`src/rtl/regfile_pkg.sv`:
```
// Shared definitions for the register file: default geometry, the hardwired
// zero address and the address-validity rule used by both write and read paths.
package regfile_pkg;

  localparam int unsigned DEF_WIDTH     = 32;
  localparam int unsigned DEF_DEPTH     = 32;
  localparam int unsigned DEF_ADDR_W    = 5;
  localparam int unsigned REG_ZERO_ADDR = 0;

  // An address selects real storage when it is inside the array and is not the
  // hardwired zero word.
  function automatic logic addr_ok(input logic [31:0] addr,
                                   input int unsigned depth,
                                   input logic        zero_reg);
    return (addr < depth) && !(zero_reg && (addr == REG_ZERO_ADDR));
  endfunction

endpackage

```
`src/rtl/reg_word.sv`:
```
// One storage word of the register file: a WIDTH-bit register with a load
// enable and a synchronous active-low clear.
module reg_word #(
  parameter int unsigned WIDTH = 32
) (
  input  logic             clk,
  input  logic             rst,
  input  logic             ena,
  input  logic [WIDTH-1:0] data_in,
  output logic [WIDTH-1:0] data_out
);

  logic [WIDTH-1:0] data_q;

  // Clear on reset (reset beats enable), otherwise load when enabled.
  // NOTE: clocked state uses non-blocking assignments so every register samples pre-edge values.
  // NOTE: every word is a discrete flop with a clear, so zeroing the whole file on reset is legitimate here.
  always_ff @(posedge clk) begin
    if (!rst) begin
      data_q <= '0;
    end else if (ena) begin
      data_q <= data_in;
    end
  end

  assign data_out = data_q;

endmodule

```
`src/rtl/reg_file_np.sv`:
```
// Multi-port register file: one synchronous write port, two combinational
// read ports, optional hardwired zero word and optional write-to-read bypass.
module reg_file_np
  import regfile_pkg::*;
#(
  parameter int unsigned WIDTH    = DEF_WIDTH,
  parameter int unsigned DEPTH    = DEF_DEPTH,
  parameter int unsigned ADDR_W   = DEF_ADDR_W,
  parameter bit          ZERO_REG = 1'b1,
  parameter bit          BYPASS   = 1'b1
) (
  input  logic              clk,
  input  logic              rst,
  input  logic              we,
  input  logic [ADDR_W-1:0] waddr,
  input  logic [WIDTH-1:0]  wdata,
  input  logic [ADDR_W-1:0] raddr1,
  input  logic [ADDR_W-1:0] raddr2,
  output logic [WIDTH-1:0]  rdata1,
  output logic [WIDTH-1:0]  rdata2
);

  logic             waddr_ok;
  logic             raddr1_ok;
  logic             raddr2_ok;
  logic             fwd1;
  logic             fwd2;
  logic [WIDTH-1:0] word_q [DEPTH];

  assign waddr_ok  = addr_ok(32'(waddr),  DEPTH, ZERO_REG);
  assign raddr1_ok = addr_ok(32'(raddr1), DEPTH, ZERO_REG);
  assign raddr2_ok = addr_ok(32'(raddr2), DEPTH, ZERO_REG);

  // Forwarding only when the write will actually land; reset suppresses it.
  assign fwd1 = BYPASS && rst && we && waddr_ok && (waddr == raddr1);
  assign fwd2 = BYPASS && rst && we && waddr_ok && (waddr == raddr2);

  for (genvar i = 0; i < DEPTH; i++) begin : g_word
    if (ZERO_REG && (i == REG_ZERO_ADDR)) begin : g_zero
      assign word_q[i] = '0;
    end else begin : g_store
      logic ena;
      assign ena = we && waddr_ok && (waddr == ADDR_W'(i));
      reg_word #(.WIDTH(WIDTH)) u_word (
        .clk      (clk),
        .rst      (rst),
        .ena      (ena),
        .data_in  (wdata),
        .data_out (word_q[i])
      );
    end
  end

  // Read port 1: forwarded write data, stored word, or zero for invalid addresses.
  // NOTE: the zero default first keeps the output assigned on every path, so no latch is inferred.
  always_comb begin
    rdata1 = '0;
    if (raddr1_ok) begin
      rdata1 = word_q[raddr1];
    end
    if (fwd1) begin
      rdata1 = wdata;
    end
  end

  // Read port 2: same selection as port 1, independent address.
  always_comb begin
    rdata2 = '0;
    if (raddr2_ok) begin
      rdata2 = word_q[raddr2];
    end
    if (fwd2) begin
      rdata2 = wdata;
    end
  end

endmodule
```
`config.mk`:
```
export PLATFORM = sky130hd
export DESIGN_NAME = reg_file_np
export DESIGN_NICKNAME = d
export VERILOG_FILES = /design/src/rtl/regfile_pkg.sv /design/src/rtl/reg_word.sv /design/src/rtl/reg_file_np.sv
export SDC_FILE = /design/constraint.sdc
export NUM_CORES = 2
export LEC_CHECK = 0
export ABC_CLOCK_PERIOD_IN_PS = 3450
export CAP_MARGIN = 10
export CORE_MARGIN = 10
export CORE_UTILIZATION = 25
export CTS_CLUSTER_SIZE = 25
export DETAILED_ROUTE_END_ITERATION = 6
export GPL_TIMING_DRIVEN = 0
export MAX_ROUTING_LAYER = met4
export PLACE_DENSITY = 0.47
export SYNTH_ARGS = -nofsm -noshare
export SYNTH_HDL_FRONTEND = slang
export SYNTH_SLANG_ARGS = --single-unit
```
`constraint.sdc`:
```
create_clock -name clk -period 3.45 [get_ports clk]
set_input_delay 0.8625 -clock clk [delete_from_list [all_inputs] [get_ports clk]]
set_output_delay 0.8625 -clock clk [all_outputs]
set_load 0.01 [all_outputs]
```
; ---- After elaboration in Yosys (flattened, before gate mapping)
; Index checks and enable logic that the tools add are counted.
[word_totals]
output_inout_bits = 64
ff_bits = 992
[op_classes]
n_eq_ne = 33
n_lt_le_gt_ge = 2
n_mux = 10
bitwise_logic = 2
n_reduce_logical = 40
[ops]
columns = op, count
row1 = binary-select mux 32 bit (select 5 bit), 2
row2 = two-way mux 32 bit, 8
row3 = "== test 5 bit, second input constant", 16
row4 = "== test 5 x 4 -> 1 bit, second input constant", 8
row5 = logical AND 1 bit, 36
row6 = "== test 5 x 3 -> 1 bit, second input constant", 4
row7 = logical NOT 5 bit, 3
row8 = "greater-or-equal comparator 6 bit, second input constant", 2
row9 = NOT 5 -> 6 bit, 2
row10 = "== test 5 x 2 -> 1 bit, second input constant", 2
row11 = == test 5 bit, 2
row12 = "== test 5 x 1 -> 1 bit, second input constant", 1
row13 = logical NOT 1 bit, 1

; ---- Depth between registers and ports, before layout
[logic_depth]
depth_word = 6
depth_mapped = 10

; ---- Cells and area by module
; From an unflattened synthesis, not the netlist that was laid out.
[unflattened]
cells_unflattened = 4767
area_unflattened_um2 = 55833.5
[modules_own_cells]
columns = module, cells_per_inst, n_inst, area_per_inst_um2
row1 = reg_word, 103, 31, 1243.7
row2 = reg_file_np, 1574, 1, 17279.1

; ---- Worst setup path after synthesis
; OpenSTA, ideal clock, no wires.
[synth_path]
kind = input -> output
start = input port raddr1[0]
end = output port rdata1[22]
t_arrival_ns = 2.638
setup_slack_ns = -0.050
required_ns = 2.588
path_stages = 9
cell_sequence = buf_2 -> buf_6 -> buf_6 -> buf_2 -> buf_2 -> mux4_2 -> a22oi_1 -> nand3_1 -> a32o_1
[synth_via]
elab_chain_cells = 6
word_cells_on_any_way = 9
cone_classes = 1 x eq/ne / 5 x mux / 1 x bitwise / 2 x reduce/logical
[synth_lines]
columns = item, line
row1 = "start, declared", reg_file_np.sv:17  ; input logic [ADDR_W-1:0] raddr1,
row2 = NOT 5 -> 6 bit (implied by the code), reg_file_np.sv:59  ; rdata1 = word_q[raddr1];
row3 = binary-select mux 32 bit (select 5 bit), reg_file_np.sv:59
row4 = two-way mux 32 bit (implied by the code) (2 in a row), reg_file_np.sv:59
row5 = two-way mux 32 bit, reg_file_np.sv:58  ; if (raddr1_ok) begin
row6 = two-way mux 32 bit (*), reg_file_np.sv:61  ; if (fwd1) begin
row7 = "end, declared", reg_file_np.sv:19  ; output logic [WIDTH-1:0] rdata1,
; Every way passes the cells marked *; elsewhere a longest branch is shown, timed or not. The select of a mux whose other input is x is not followed.

; ---- Final worst setup path
[layout_path]
start = input port raddr1[0]
end = output port rdata1[0]
; The elaborated chain is that of the path after synthesis.

==> out/results.tsv <==
stage	metric	value	unit
global_routing	Tot GR Track Use	0.288	
floorplanning	# IOs	114	
synthesis	cell taking the most area after synthesis	sky130_fd_sc_hd__dfxtp_1	
synthesis	commonest cells in the netlist	sky130_fd_sc_hd__nand2_1 (2146), sky130_fd_sc_hd__a21boi_0 (993), sky130_fd_sc_hd__dfxtp_1 (992), sky130_fd_sc_hd__clkbuf_1 (450), sky130_fd_sc_hd__mux4_2 (420)	
power_and_ir_drop	Max rail drop VDD	0.441	mV
sta	post-route minimum period	4.11	ns
synthesis	combined area of all synthesized cells	53400	um^2
floorplanning	Initial Utilization	0.251	
sta	endpoints failing setup	73	
detailed_routing	DRC violation total after the first TritonRoute iteration	7163	
detailed_routing	total routed wirelength	340	mm
setup_path	CP arrival	3.24	ns
clocking	H-tree depth reported by CTS	3	
clocking	number of buffers on the longest clock path	3	
min_path	worst min-delay path class	input pin to flip-flop	
sta	final-layout worst hold slack	0.447	ns
clocking	insertion delay of the later-clocked pin in the worst-skew pair	0.74	ns
synthesis	proportion of synthesized flip-flops having asynchronous set or reset	0	
power_and_ir_drop	static power due to leakage	23.2	nW
global_routing	via count of the first global-routing pass	49600	
synthesis	EDFF count, synth	0	
detailed_routing	number of search-and-repair iterations in the first detailed-routing pass	6	
global_routing	maximum number of pins on one net before global-route repair	16	
finish	ratio of cells with drive above 1 in the final layout	0.255	
global_routing	global-route wire length before repair	446	mm
sta	pins over their slew limit	0	
floorplanning	overall die area	232000	um^2
placed_design	Setup Slack @ Placement	-3.63	ns
clocking	sink count of the clock tree	992	
clocking	post-cts hold buffer count	0	
outcome	result of the run	finished, violations left	
synthesis	sequential share of the synthesized area	0.372	
synthesis	most numerous cell in the Yosys netlist	sky130_fd_sc_hd__nand2_1	
synthesis	post-synth cell types	60	
setup_path	Worst setup EP type	output pin	
synthesis	top area cells in the synthesized netlist	sky130_fd_sc_hd__dfxtp_1 (37%), sky130_fd_sc_hd__mux4_2 (18%), sky130_fd_sc_hd__nand2_1 (15%), sky130_fd_sc_hd__a21boi_0 (14%), sky130_fd_sc_hd__clkbuf_1 (3.2%)	
clocking	clock-pin slew of the registers on the worst-case setup and hold paths	0.06	ns
detailed_routing	remaining routing DRC violations	0	
setup_path	Reg2Reg Setup Slack	2.61	ns
sta	worst setup margin	-0.656	ns
sta	worst slew slack as a fraction of its limit	0.0936	
outcome	failing checks	negative setup slack	
min_path	capture endpoint of the worst hold path	g_word[25].g_store.u_word.data_out[6]$_SDFFE_PN0P_	
sta	period utilisation layout	1.19	
detailed_routing	Via-to-Cell Ratio	5.67	
sta	achievable clock frequency	244	MHz
floorplanning	Std-Cell Rows	169	
floorplanning	Die H	482	um
finish	fill cell instance count of the final layout	21800	
synthesis	total nets after synthesis	6014	
sta	clk_skew	0	ns
floorplanning	core outline area	212000	um^2
setup_path	launch instance of the worst register-to-register path	g_word[21].g_store.u_word.data_out[13]$_SDFFE_PN0P_	
sta	pin slew with the least headroom to its limit	1.36	ns
synthesis	Seq cells post-synth	992	
synthesis	most used flip-flop cell after synthesis	sky130_fd_sc_hd__dfxtp_1	
clocking	TritonCTS clock tree	yes	
global_routing	antenna violations before repair	20	
clocking	TritonCTS buffer count	117	
setup_path	stage delay of the slowest cell on the critical path	0.51	ns
setup_path	maximum net fanout on the critical path	5	
synthesis	count of warnings emitted by yosys	0	
setup_path	required time of the critical path	2.59	ns
setup_path	Cell Chain, Critical Path	buf_16 -> buf_16 -> buf_12 -> buf_8 -> clkbuf_16 -> buf_4 -> mux4_2 -> o21ai_0 -> o211ai_1 -> a32o_2 -> buf_6	
placed_design	Port Buffer Count	70	
min_path	beginning of the worst hold path	wdata[6]	
setup_path	endpoint of the most critical register-to-register path	g_word[21].g_store.u_word.data_out[13]$_SDFFE_PN0P_	
setup_path	worst setup path class	input pin to output pin	
setup_path	CP startpoint kind	input pin	
setup_path	number of cells traversed by the worst register-to-register path	2	
sta	setup repair after global routing missed its margin	yes	
detailed_routing	average detailed-routed wire length per instance	36.2	um
flow_run	total of max-cap violations	0	
synthesis	Post-Synthesis Mean Instance Area	8.95	um^2
synthesis	fraction of post-synthesis cell area in the top cell type by area	0.372	
detailed_routing	count of nets left with antenna violations after detail routing	0	
finish	flip-flop count of the largest register after layout	992	
clocking	clock root buffer	sky130_fd_sc_hd__clkbuf_16	
synthesis	number of instances in the synthesized netlist	5964	
setup_path	Worst path most repeated cell	sky130_fd_sc_hd__buf_16	
finish	nets	6504	
finish	layout overhead on the synthesized area	32.6	%
min_path	worst hold stages	3	
setup_path	cell with the largest stage delay on the worst path	sky130_fd_sc_hd__mux4_2	
sta	Final Hold Violating Endpoints	0	
placed_design	half-perimeter wire length after detailed placement	251	mm
floorplanning	die boundary width	482	um
global_routing	grt total ovfl	0	
placed_design	global placement routability congestion	1.05	
power_and_ir_drop	power per cell area	425	nW/um^2
detailed_routing	total via count in the routed design	53300	
## worst max-delay path by stage
stage          startpoint  cells after the start  slack [ns]         end
3_3_place_gp    raddr2[1]                     11       -3.65  rdata2[27]
4_1_cts         raddr1[0]                     12       -0.61   rdata1[2]
5_1_grt         raddr1[0]                     11       -0.60  rdata1[18]
2_1_floorplan   raddr1[0]                      9       0.007  rdata1[15]
3_5_place_dp    raddr2[1]                     11       -3.63  rdata2[27]
6_report        raddr1[0]                     11       -0.66   rdata1[0]
## cell type report
type	count	area, um^2	area share
Antenna cell	18	45.0	0.000637
Buffer	625	5170	0.0731
Clock buffer	169	3510	0.0496
Clock inverter	50	599	0.00847
Inverter	3	27.5	0.000389
Multi-Input combinational cell	4336	33500	0.474
Sequential cell	992	19900	0.281
Tap cell	2821	3530	0.0499
Timing Repair Buffer	379	4470	0.0632
## stage by stage
stage	TNS (ns)	power (mW)	util	area, um^2	instances
2_1_floorplan	0	13.4	-	53400	5964
3_3_place_gp	-603.71	15.3	0.271	57600	8855
3_5_place_dp	-623.24	15.3	0.272	57700	8860
4_1_cts	-27.34	29.6	0.324	68800	9282
5_1_grt	-29.38	30.4	0.333	70700	9388
6_report	-30.31	30.0	0.333	70700	9393
## worst max-delay path, delay by kind of cell
| family | cells | cell delay (ns) |
|---|---|---|
| AO/OA/AOI/OAI | 3 | 0.84 |
| buffers and inverters | 7 | 1.00 |
| multiplexers | 1 | 0.51 |
## kinds of logic (layout without fill, tap and decap cells)
family / count (synthesis) / after routing / share of synthesized area
XOR/XNOR: 10 / 10 / 0.00164
AND/OR/NAND/NOR: 2378 / 2379 / 0.173
buffers and inverters: 637 / 1226 / 0.0523
flip-flops: 992 / 992 / 0.372
AO/OA/AOI/OAI: 1374 / 1374 / 0.193
multiplexers: 573 / 573 / 0.208
other: 0 / 18 / 0
## layout by cell type (no fill, tap or decap), types with 19 or more instances in the layout
master | netlist | routed
sky130_fd_sc_hd__a211oi_4 | 0 | 21
sky130_fd_sc_hd__a21boi_0 | 993 | 992
sky130_fd_sc_hd__a22o_1 | 26 | 26
sky130_fd_sc_hd__buf_12 | 0 | 116
sky130_fd_sc_hd__buf_16 | 0 | 66
sky130_fd_sc_hd__buf_2 | 87 | 31
sky130_fd_sc_hd__buf_4 | 50 | 169
sky130_fd_sc_hd__buf_6 | 9 | 105
sky130_fd_sc_hd__buf_8 | 0 | 33
sky130_fd_sc_hd__clkbuf_1 | 450 | 409
sky130_fd_sc_hd__clkbuf_16 | 0 | 133
sky130_fd_sc_hd__clkbuf_2 | 30 | 41
sky130_fd_sc_hd__clkbuf_4 | 0 | 19
sky130_fd_sc_hd__clkbuf_8 | 0 | 47
sky130_fd_sc_hd__clkinv_2 | 0 | 27
sky130_fd_sc_hd__dfxtp_1 | 992 | 992
sky130_fd_sc_hd__mux2_2 | 67 | 66
sky130_fd_sc_hd__mux2i_1 | 86 | 73
sky130_fd_sc_hd__mux4_2 | 420 | 420
sky130_fd_sc_hd__nand2_1 | 2146 | 2111
sky130_fd_sc_hd__nand2_2 | 1 | 27
sky130_fd_sc_hd__nand3_1 | 45 | 26
sky130_fd_sc_hd__nor2_1 | 92 | 65
sky130_fd_sc_hd__nor2_4 | 0 | 22
sky130_fd_sc_hd__o21ai_4 | 0 | 23
sky130_fd_sc_hd__o22ai_1 | 66 | 19
sky130_fd_sc_hd__o22ai_2 | 0 | 26
sky130_fd_sc_hd__o22ai_4 | 0 | 21
sky130_fd_sc_hd__o31ai_4 | 0 | 22
## power by group
part / switching, mW / total [mW] / internal, mW
Clock: 5.68 / 13.6 / 7.93
Sequential: 0.0786 / 11.6 / 11.5
Combinational: 3.08 / 4.81 / 1.72
## routing by layer
layer  GRT usage  up-vias  share of wire
li1            -    21900              -
met1       0.340    26700           0.37
met2       0.416     3631           0.42
met3      0.0735     1070           0.11
met4       0.229        0           0.10
met5           -        -              0
## repair_timing
item,in CTS,in global routing
endpoints found under the hold margin,0,0
resized for setup,1411,236
cloned,17,8
pin swaps,164,142
buffers inserted,193,100
endpoints found under the setup margin,119,84
Note: power is estimated with default switching activity, not from simulation.
